--- src/rtl/ov7670_pkg.sv ---
// Shared definitions for the OV7670 SCCB boot-time configuration sequencer.
// Optional readback compare is enabled with the SCCB_READBACK_EN macro.
package ov7670_pkg;

    // Sequencer states; bus states are StStart..StGap.
    typedef enum logic [3:0] {
        StIdle,
        StBootWait,
        StFetch,
        StDecode,
        StDelay,
        StStart,
        StBits,
        StStop,
        StGap
    } sccb_state_e;

    // Which transaction of an entry is on the bus (only write without readback).
    typedef enum logic [1:0] {
        PhWrite,
        PhRdWr,
        PhRd
    } sccb_phase_e;

    localparam logic [15:0] ROM_END     = 16'hFFFF;
    localparam logic [7:0]  ROM_DLY     = 8'hF0;
    localparam logic [7:0]  REG_COM7    = 8'h12;
    localparam logic [7:0]  SCCB_RD_BIT = 8'h01;

    // Full 3-phase write frame and the shorter 2-phase frames, in bits.
    localparam int unsigned FRAME_W    = 27;
    localparam int unsigned SHORT_BITS = 18;
    localparam int unsigned GAP_QTRS   = 8;

    // Pack three bytes MSB first, each followed by a released (1) don't-care bit.
    function automatic logic [FRAME_W-1:0] sccb_frame(input logic [7:0] b0,
                                                      input logic [7:0] b1,
                                                      input logic [7:0] b2);
        return {b0, 1'b1, b1, 1'b1, b2, 1'b1};
    endfunction

endpackage

--- src/rtl/ov7670_reg_rom.sv ---
// Register table for the OV7670: {addr, data} per entry, 16'hF0nn = wait nn ms,
// 16'hFFFF = end of table. Registered output, one cycle of latency.
module ov7670_reg_rom
    import ov7670_pkg::*;
#(
    parameter int unsigned IDX_W = 8
) (
    input  logic             clk,
    input  logic [IDX_W-1:0] idx,
    output logic [15:0]      q
);

    // Synchronous table lookup; anything past the last entry reads as the end marker.
    always_ff @(posedge clk) begin
        case (idx)
            IDX_W'(0): q <= 16'h1280;  // COM7: soft reset of all registers
            IDX_W'(1): q <= 16'hF001;  // let the sensor finish its soft reset
            IDX_W'(2): q <= 16'h40D0;  // COM15: full output range, RGB565
            IDX_W'(3): q <= ROM_END;
            default:   q <= ROM_END;
        endcase
    end

endmodule

--- src/rtl/ov7670_sccb_config.sv ---
// OV7670 boot-time configuration sequencer: waits for sensor power-up, then issues one
// SCCB write per ROM entry and raises done at the end marker.
// Define SCCB_READBACK_EN to read every written register back and flag mismatches.
module ov7670_sccb_config
    import ov7670_pkg::*;
#(
    parameter int unsigned CLK_HZ   = 50_000_000,
    parameter int unsigned SCCB_HZ  = 100_000,
    parameter logic [7:0]  DEV_ADDR = 8'h42,
    parameter int unsigned BOOT_MS  = 5,
    parameter int unsigned IDX_W    = 8
) (
    input  logic             clk_50,
    input  logic             reset_n,
    input  logic             start,
    output logic             sioc,
    output logic             siod_oe,
    input  logic             siod_in,
    output logic             busy,
    output logic             done,
    output logic             error,
    output logic [IDX_W-1:0] reg_idx
);

    localparam int unsigned QTR      = CLK_HZ / (4 * SCCB_HZ);
    localparam int unsigned MS_CYC   = CLK_HZ / 1000;
    localparam int unsigned BOOT_CYC = BOOT_MS * MS_CYC;
    localparam int unsigned QCNT_W   = (QTR > 1) ? $clog2(QTR) : 1;
    localparam logic [QCNT_W-1:0] QTR_LAST = QCNT_W'(QTR - 1);

    sccb_state_e        state_q;
    logic [QCNT_W-1:0]  qcnt_q;
    logic [1:0]         qph_q;
    logic [4:0]         bit_no_q;
    logic [4:0]         last_bit_q;
    logic [FRAME_W-1:0] frame_q;
    logic [31:0]        wait_cnt_q;
    logic [15:0]        rom_q;
    logic               bus_act;
    logic               tick;
    logic               last_idx;

`ifdef SCCB_READBACK_EN
    sccb_phase_e        phase_q;
    logic [15:0]        ent_q;
    logic [7:0]         rd_q;
    logic               error_q;

    assign error = error_q;
`else
    logic               unused_siod_in;

    assign unused_siod_in = siod_in;
    assign error          = 1'b0;
`endif

    ov7670_reg_rom #(
        .IDX_W (IDX_W)
    ) u_rom (
        .clk (clk_50),
        .idx (reg_idx),
        .q   (rom_q)
    );

    assign bus_act  = (state_q inside {StStart, StBits, StStop, StGap});
    assign tick     = bus_act && (qcnt_q == QTR_LAST);
    // The last index never wraps; it is treated as the end of the table.
    assign last_idx = &reg_idx;

    // Quarter-bit timer: free-runs only while the bus is active, idles at zero.
    always_ff @(posedge clk_50) begin
        if (!reset_n || !bus_act) begin
            qcnt_q <= '0;
            qph_q  <= 2'd0;
        end else if (tick) begin
            qcnt_q <= '0;
            qph_q  <= qph_q + 2'd1;
        end else begin
            qcnt_q <= qcnt_q + 1'b1;
        end
    end

    // Sequencer FSM with registered bus outputs; all bus changes land on quarter ticks.
    always_ff @(posedge clk_50) begin
        if (!reset_n) begin
            state_q    <= StIdle;
            sioc       <= 1'b1;
            siod_oe    <= 1'b0;
            busy       <= 1'b0;
            done       <= 1'b0;
            reg_idx    <= '0;
            bit_no_q   <= '0;
            last_bit_q <= '0;
            frame_q    <= '0;
            wait_cnt_q <= '0;
`ifdef SCCB_READBACK_EN
            phase_q    <= PhWrite;
            ent_q      <= '0;
            rd_q       <= '0;
            error_q    <= 1'b0;
`endif
        end else begin
            case (state_q)
                StIdle: begin
                    if (start) begin
                        busy       <= 1'b1;
                        done       <= 1'b0;
                        reg_idx    <= '0;
                        wait_cnt_q <= 32'(BOOT_CYC);
`ifdef SCCB_READBACK_EN
                        error_q    <= 1'b0;
`endif
                        state_q    <= StBootWait;
                    end
                end

                StBootWait: begin
                    if (wait_cnt_q <= 32'd1) begin
                        state_q <= StFetch;
                    end else begin
                        wait_cnt_q <= wait_cnt_q - 32'd1;
                    end
                end

                // ROM address was set on entry; its registered output is valid next cycle.
                StFetch: state_q <= StDecode;

                StDecode: begin
                    if (rom_q == ROM_END) begin
                        busy    <= 1'b0;
                        done    <= 1'b1;
                        state_q <= StIdle;
                    end else if (rom_q[15:8] == ROM_DLY) begin
                        wait_cnt_q <= 32'(rom_q[7:0]) * 32'(MS_CYC);
                        state_q    <= StDelay;
                    end else begin
                        frame_q    <= sccb_frame(DEV_ADDR, rom_q[15:8], rom_q[7:0]);
                        last_bit_q <= 5'(FRAME_W - 1);
                        sioc       <= 1'b1;
                        siod_oe    <= 1'b0;
`ifdef SCCB_READBACK_EN
                        ent_q      <= rom_q;
                        phase_q    <= PhWrite;
`endif
                        state_q    <= StStart;
                    end
                end

                StDelay: begin
                    if (wait_cnt_q <= 32'd1) begin
                        if (last_idx) begin
                            busy    <= 1'b0;
                            done    <= 1'b1;
                            state_q <= StIdle;
                        end else begin
                            reg_idx <= reg_idx + 1'b1;
                            state_q <= StFetch;
                        end
                    end else begin
                        wait_cnt_q <= wait_cnt_q - 32'd1;
                    end
                end

                // SIOD falls in q1 while SIOC is high, SIOC drops in q3.
                StStart: begin
                    if (tick) begin
                        case (qph_q)
                            2'd0: siod_oe <= 1'b1;
                            2'd2: sioc    <= 1'b0;
                            2'd3: begin
                                sioc     <= 1'b0;
                                siod_oe  <= ~frame_q[FRAME_W-1];
                                bit_no_q <= '0;
                                state_q  <= StBits;
                            end
                            default: ;
                        endcase
                    end
                end

                // Data set up in q0/q1 with SIOC low, SIOC high through q2/q3.
                StBits: begin
                    if (tick) begin
                        case (qph_q)
                            2'd1: sioc <= 1'b1;
`ifdef SCCB_READBACK_EN
                            2'd2: begin
                                if (phase_q == PhRd && bit_no_q >= 5'd9 && bit_no_q <= 5'd16) begin
                                    rd_q <= {rd_q[6:0], siod_in};
                                end
                            end
`endif
                            2'd3: begin
                                sioc <= 1'b0;
                                if (bit_no_q == last_bit_q) begin
                                    siod_oe <= 1'b1;
                                    state_q <= StStop;
                                end else begin
                                    siod_oe  <= ~frame_q[FRAME_W-2];
                                    frame_q  <= {frame_q[FRAME_W-2:0], 1'b1};
                                    bit_no_q <= bit_no_q + 5'd1;
                                end
                            end
                            default: ;
                        endcase
                    end
                end

                // SIOC rises in q1, SIOD is released in q3 while SIOC is high.
                StStop: begin
                    if (tick) begin
                        case (qph_q)
                            2'd0: sioc    <= 1'b1;
                            2'd2: siod_oe <= 1'b0;
                            2'd3: begin
                                bit_no_q <= '0;
                                state_q  <= StGap;
                            end
                            default: ;
                        endcase
                    end
                end

                // Bus free time between transactions, counted in quarters.
                StGap: begin
                    if (tick) begin
                        if (bit_no_q == 5'(GAP_QTRS - 1)) begin
`ifdef SCCB_READBACK_EN
                            if (phase_q == PhWrite && ent_q[15:8] != REG_COM7) begin
                                frame_q    <= sccb_frame(DEV_ADDR, ent_q[15:8], 8'hFF);
                                last_bit_q <= 5'(SHORT_BITS - 1);
                                phase_q    <= PhRdWr;
                                state_q    <= StStart;
                            end else if (phase_q == PhRdWr) begin
                                frame_q    <= sccb_frame(DEV_ADDR | SCCB_RD_BIT, 8'hFF, 8'hFF);
                                last_bit_q <= 5'(SHORT_BITS - 1);
                                phase_q    <= PhRd;
                                state_q    <= StStart;
                            end else if (phase_q == PhRd && rd_q != ent_q[7:0]) begin
                                // reg_idx is left pointing at the failing entry.
                                error_q <= 1'b1;
                                busy    <= 1'b0;
                                state_q <= StIdle;
                            end else
`endif
                            if (last_idx) begin
                                busy    <= 1'b0;
                                done    <= 1'b1;
                                state_q <= StIdle;
                            end else begin
                                reg_idx <= reg_idx + 1'b1;
                                state_q <= StFetch;
                            end
                        end else begin
                            bit_no_q <= bit_no_q + 5'd1;
                        end
                    end
                end

                default: state_q <= StIdle;
            endcase
        end
    end

endmodule
--- config.mk ---
export PLATFORM = sky130hd
export DESIGN_NAME = ov7670_sccb_config
export DESIGN_NICKNAME = d
export VERILOG_FILES = /design/src/rtl/ov7670_pkg.sv /design/src/rtl/ov7670_reg_rom.sv /design/src/rtl/ov7670_sccb_config.sv
export SDC_FILE = /design/constraint.sdc
export NUM_CORES = 1
export LEC_CHECK = 0
export ABC_AREA = 1
export BUFFER_PORTS_ARGS = -buffer_cell sky130_fd_sc_hd__buf_2
export CELL_PAD_IN_SITES_DETAIL_PLACEMENT = 1
export CELL_PAD_IN_SITES_GLOBAL_PLACEMENT = 1
export CORE_MARGIN = 2
export CORE_UTILIZATION = 49
export CTS_CLUSTER_DIAMETER = 100
export CTS_CLUSTER_SIZE = 25
export DETAILED_ROUTE_END_ITERATION = 16
export HOLD_SLACK_MARGIN = 0.06
export MAX_ROUTING_LAYER = met4
export PLACE_DENSITY = 0.95
export SLEW_MARGIN = 15
export SYNTH_ARGS = -nofsm -noshare
export SYNTH_HDL_FRONTEND = slang
export SYNTH_SLANG_ARGS = --single-unit
--- constraint.sdc ---
create_clock -name clk_50 -period 6.4 [get_ports clk_50]
set_clock_uncertainty 0.1 [all_clocks]
set_input_delay 0.32 -clock clk_50 [delete_from_list [all_inputs] [get_ports clk_50]]
set_output_delay 0.32 -clock clk_50 [all_outputs]
set_load 0.02 [all_outputs]
Word-level counts from Yosys, hierarchy flattened
Index checks and enable logic that the tools add are counted.
- add/sub/neg operators: 5
- $mul: 1
- magnitude comparators: 1
- equality and inequality tests: 44
- muxes and demuxes: 75
- bitwise gates (word level): 4
- reduce and logical (&&, ||, !) cells: 28
- operators by type and width (operator ; count):
    $mux W27 ; 5
    $mux W32 ; 4
    $pmux W32 S3 ; 1
    $pmux W27 S2 ; 1
    $mux W4 ; 12
    $pmux W16 S3 ; 1
    $mux W8 ; 5
    $pmux W4 S9 ; 1
    $mux W5 ; 7
    $le A32 B1 Y1 const B ; 1
    $sub A32 B1 Y32 const B ; 1
    $ne A2 B2 Y1 const B ; 15
    $mux W1 ; 28
    $pmux W8 S3 ; 1
    $mul A8 B12 Y20 const B ; 1
    $ne A2 B1 Y1 const B ; 9
    $reduce_and A9 Y1 ; 2
    $eq A16 B16 Y1 const B ; 1
    $eq A4 B3 Y1 const B ; 4
    $pmux W1 S4 ; 4
    $reduce_and A8 Y1 ; 2
    $pmux W5 S3 ; 1
    $reduce_and A12 Y1 ; 1
    $reduce_and A6 Y1 ; 2
    32 further kinds ; 48
- register bits: 106
- output and inout port bits: 13
- word-level logic and storage cells: 171

Depth between registers and ports, before layout
- depth after elaboration: 5
- depth in mapped cells: 20
- mapped depth without buffers: 20

By module
From an unflattened synthesis, not the netlist that was laid out.
- cell total of the unflattened synthesis: 1180
- area, all modules: 7473.4 µm²
- modules (own cells, without submodules) (module ; instances ; cells an instance ; area an instance (µm²)):
    ov7670_sccb_config ; 1 ; 1135 ; 7138.1
    ov7670_reg_rom ; 1 ; 45 ; 335.3

Worst setup path after synthesis
OpenSTA, ideal clock, no wires.
- path kind: register to register
- start: reg u_rom.q[11]
- end: reg wait_cnt_q[22]
- setup time: 109 ps
- arrival: 3650 ps
- required time: 6191 ps
- slack: 2542 ps
- stages on the path, launching flop included: 19
- path buffers: 0
- clock period less this slack: 3858 ps
- path through: dfxtp_1 -> clkinv_1 -> ha_1 -> ha_1 -> inv_1 -> fa_1 -> inv_1 -> fa_1 -> ha_1 -> nand2_1 -> inv_1 -> a21oi_1 -> nor2_1 -> nor2_1 -> nand3b_1 -> nand3_1 -> nand3_1 -> nand2_1 -> inv_1
- longest elaborated chain between the ends: 3
- elaborated cells between the ends (all ways): 5
- those cells by class: eq/ne: 4; reduce/logical: 1
- RTL lines (what ; line ; source):
    start: declaration ; ov7670_reg_rom.sv:10 ; output logic [15:0] q
    start signal: assignment ; ov7670_reg_rom.sv:16 ; IDX_W'(0): q <= 16'h1280;
    start signal: assignment ; ov7670_reg_rom.sv:17 ; IDX_W'(1): q <= 16'hF001;
    start signal: assignment ; ov7670_reg_rom.sv:18 ; IDX_W'(2): q <= 16'h40D0;
    $eq A16 B16 Y1 / $eq A8 B8 Y1 (equally long branches) ; ov7670_sccb_config.sv:129, ov7670_sccb_config.sv:133 ;
    $ne A2 B2 Y1 (no source line) ; -- ;
    $reduce_and A5 Y1 (no source line) * ; -- ;
    end signal: assignment ; ov7670_sccb_config.sv:121 ; wait_cnt_q <= wait_cnt_q - 32'd1;
    end signal: assignment ; ov7670_sccb_config.sv:134 ; wait_cnt_q <= 32'(rom_q[7:0]) * 32'(MS_CYC);
    end signal: assignment ; ov7670_sccb_config.sv:160 ; wait_cnt_q <= wait_cnt_q - 32'd1;
    end: declaration ; ov7670_sccb_config.sv:37 ; logic [31:0] wait_cnt_q;
Mark *: on every way between the ends. The rest lies on a longest branch, timed or not.
A chain may end at the register's enable or synchronous reset.

Worst setup path after layout
- start: reg u_rom.q[11]
- end: reg wait_cnt_q[21]
Same word-level chain as after synthesis.

==> results.py <==
metrics = {
    "placed_design": {
        "place_hpwl_um": 15600,
        "gp_congestion": 0.887,
        "io_buffers": 14,
        "pre_cts_ws_ns": 1.62,
    },
    "clock_network": {
        "cts_sinks": 97,
        "cts_setup_buffers": 0,
        "cts_buffers": 9,
        "cts_tree": "done",
        "cts-root-buf": "clkbuf_16",
        "ctsResizeCount": 0,
        "cts_hold_buf": 0,
        "clockBufferDepth": 2,
        "insertion_delay_ns": 0.36,
        "htree_levels": 3,
        "path_clk_slew_ns": 0.07,
    },
    "route": {
        "post-route-drc-count": 0,
        "wirelength_um": 23100,
        "drt_pass1_iterations": 7,
        "first_iter_violations": 529,
        "route.vias.total": 7387,
        "ant_nets": 0,
        "vias_per_cell": 5.77,
        "wl_per_cell_um": 18.0,
    },
    "worst_setup_path": {
        "worstSetupStartpoint": "u_rom.q[11]$_DFF_P_",
        "crit_required_ns": 6.56,
        "critPathBufInv": 5,
        "worst-r2r-setup-slack_ns": 1.58,
        "reg2reg_from": "u_rom.q[11]$_DFF_P_",
        "path_depth": 16,
        "startpoint_type": "register",
        "critPathKind": "register to register",
        "end_kind": "register",
        "setup.worst_path.end": "wait_cnt_q[21]$_SDFFE_PN0P_",
        "path_common_cell": "inv_1",
        "cp_max_fo": 17,
        "cpMaxStageDelayCell": "dfxtp_1",
        "path_delay_family": "adder cells",
        "max_stage_delay_ns": 0.89,
        "r2r_end": "wait_cnt_q[21]$_SDFFE_PN0P_",
        "r2r_cells": 16,
        "cp.arrival_ns": 4.98,
        "path_cells": "clkinv_1, ha_1, ha_1, inv_1, fa_1, inv_1, fa_1, ha_1, a21oi_1, inv_1, o21ai_0, nand4_1, nand3_1, nand3_1, nand2_1, inv_1",
    },
    "finish": {
        "drive_gt1_share_pct": 7.57,
        "area_growth_pct": 6.26,
        "multiInputGateArea_mm2": 0.00459,
        "nNetsFinal": 1156,
        "diodes": 0,
        "fillers": 1965,
        "seq_area_mm2": 0.00194,
        "fin_util_pct": 52.7,
    },
    "die": {
        "core_mm2": 0.0144,
        "die_w_um": 125,
        "die-area_mm2": 0.0156,
        "start_util_pct": 49.6,
        "rows": 44,
        "ios": 17,
        "die-height_um": 125,
    },
    "timing": {
        "rsz0062_at_grt": "no",
        "final-setup-viol-count": 0,
        "max_slew_margin_pct": 33.9,
        "finalCriticalPeriod_ns": 4.82,
        "fmax_ghz": 0.208,
        "tightestPinTransition_ns": 0.989,
        "hold_viol": 0,
        "fin_crit_sh_pct": 75.3,
        "setup_slack_ns": 1.58,
        "maxSlewViolCount": 0,
        "finalSetupTns_ns": 0,
    },
    "synth": {
        "yosysUniqueCellTypes": 47,
        "synth_flop_cell": "dfxtp_1",
        "ys_seq_area_share_pct": 27.1,
        "syn_area_mm2": 0.00716,
        "synth_nets": 1158,
        "syn_inst": 1093,
        "synth_seq_cells": 97,
        "ys_warn_count": 0,
        "ys_async_sr_fraction_pct": 0,
        "syn-mean-instance-area_um2": 6.55,
        "synth_edf_count": 0,
    },
    "worst_hold_path": {
        "whs_path_depth": 5,
        "min_path_type": "input pin to register",
    },
    "global_routing": {
        "grt_overflow": 0,
        "grt_max_degree": 42,
        "grt_pass1_vias": 8054,
        "grt_pass1_wl_um": 38900,
        "grt_usage_pct": 31.2,
        "antenna_found_initial": 0,
    },
    "power": {
        "switching_share_pct": 54.3,
        "intPower_mw": 1.92,
        "worst_ir_drop_vdd_mv": 0.264,
        "pwr-share-clk_pct": 14.3,
        "combPwrFrac_pct": 64.1,
        "seq_power_share_pct": 21.6,
        "p_sw_mw": 2.28,
        "p_leak_nw": 3.56,
        "power.density_mw_per_mm2": 552,
    },
    "job": {
        "maxCapViolations": 0,
    },
    "outcome": {
        "status": "completed",
    },
}
[worst min-delay path by stage]
stage,startpoint,endpoint,slack (ns)
2_1_floorplan,frame_q[2]$_SDFFE_PN0P_,frame_q[2]$_SDFFE_PN0P_,0.32
3_5_place_dp,frame_q[2]$_SDFFE_PN0P_,frame_q[2]$_SDFFE_PN0P_,0.35
5_1_grt,start,busy$_SDFFE_PN0P_,0.32
3_3_place_gp,frame_q[2]$_SDFFE_PN0P_,frame_q[2]$_SDFFE_PN0P_,0.34
4_1_cts,start,busy$_SDFFE_PN0P_,0.28
6_report,start,busy$_SDFFE_PN0P_,0.29
[cell usage after synthesis, drive strengths merged, types with 2 or more instances]
library cell  count  area (µm²)
a32oi             2        17.5
nand4            12        90.1
xor2             19         166
clkbuf           11        41.3
o21bai            3        22.5
nor3             14        70.1
nor2            201         840
nand3b            7        52.6
and3              3        18.8
o211ai            3        22.5
fa                8         160
o22ai             2        12.5
nand2           269        1050
xnor2            10        87.6
clkinv            2        7.51
ha               53         663
nand3            94         513
a21oi            70         380
o21ai            65         325
buf              17         138
or2               8        50.1
dfxtp            97        1940
inv             115         439
[final cells by class]
type | count | area share, %
clock inverter | 6 | 1.18
sequential | 97 | 25.5
timing repair buffer | 15 | 1.02
clock buffer | 10 | 3.01
tap | 184 | 3.03
multi-input combinational | 851 | 60.4
inverter | 117 | 5.87
[cell usage in the layout (no fill, tap or decap), types with 5 or more instances in the layout]
cell type | synthesis | layout
clkbuf_16 | 0 | 9
or2_2 | 8 | 8
nor3_1 | 14 | 14
a21oi_1 | 64 | 64
fa_1 | 8 | 8
a21oi_2 | 5 | 5
inv_2 | 6 | 6
nand3b_1 | 7 | 7
nor2_1 | 186 | 186
dfxtp_1 | 97 | 97
inv_1 | 107 | 107
xor2_1 | 19 | 19
nand3_2 | 6 | 6
buf_2 | 5 | 14
nor2_2 | 9 | 9
nand4_1 | 11 | 11
o21ai_1 | 17 | 17
o21ai_0 | 48 | 48
xnor2_1 | 10 | 10
nand2_1 | 262 | 262
ha_1 | 53 | 53
nand3_1 | 87 | 87
[logic make-up (layout without fill, tap and decap cells)]
family | after synthesis | after routing | share of synthesized area (%)
compound gates | 149 | 149 | 11.3
xor+xnor | 29 | 29 | 3.55
fa+ha+maj | 61 | 61 | 11.5
buf+inv | 145 | 148 | 8.74
flops | 97 | 97 | 27.1
other cells | 1 | 1 | 0.0524
simple gates | 611 | 611 | 37.7
[power by group through the flow]
stage	sequential [mW]	combinational (mW)	clock, mW
after floorplan	0.860	2.00	0
after global placement	0.894	2.40	0
after detailed placement	0.905	2.57	0
after CTS	0.901	2.66	0.604
after global routing	0.922	3.03	0.626
final	0.907	2.69	0.600
[state kept, by name (all words and copies together) (netlist names)]
signal / flops
busy: 1
state_q: 4
frame_q: 27
reg_idx: 8
sioc: 1
qcnt_q: 7
bit_no_q: 5
u_rom.q: 7
wait_cnt_q: 32
done: 1
last_bit_q: 1
qph_q: 2
siod_oe: 1
[worst reg2reg max path: cells and delay by family, from the launching register on]
family	cells	cell delay [ns]
buffers and inverters	5	0.85
adders and majority gates	5	2.01
DFF	1	0.89
and+or+nand+nor	4	0.40
AOI/OAI and AO/OA	2	0.44
[stage by stage]
step | std cells | cell area [µm²] | hold WS (ns) | total power, mW
final | 1280 | 7610 | 0.288 | 4.20
after global routing | 1280 | 7610 | 0.322 | 4.58
after CTS | 1280 | 7610 | 0.280 | 4.16
after detailed placement | 1264 | 7290 | 0.353 | 3.47
after global placement | 1264 | 7290 | 0.338 | 3.29
after floorplan | 1093 | 7160 | 0.325 | 2.86
[routing by layer]
layer / part of all wire, % / GRT usage, % / wire (µm) / vias to the layer above
met1: 42 / 35.8 / 9600 / 3559
met3: 5.2 / 3.61 / 1190 / 79
met5: 0 / - / 0 / -
met4: 3.7 / 14.3 / 859 / 0
met2: 50 / 54.5 / 11500 / 255
li1: - / - / - / 3494
No activity file was read; power rests on OpenSTA's default activity.
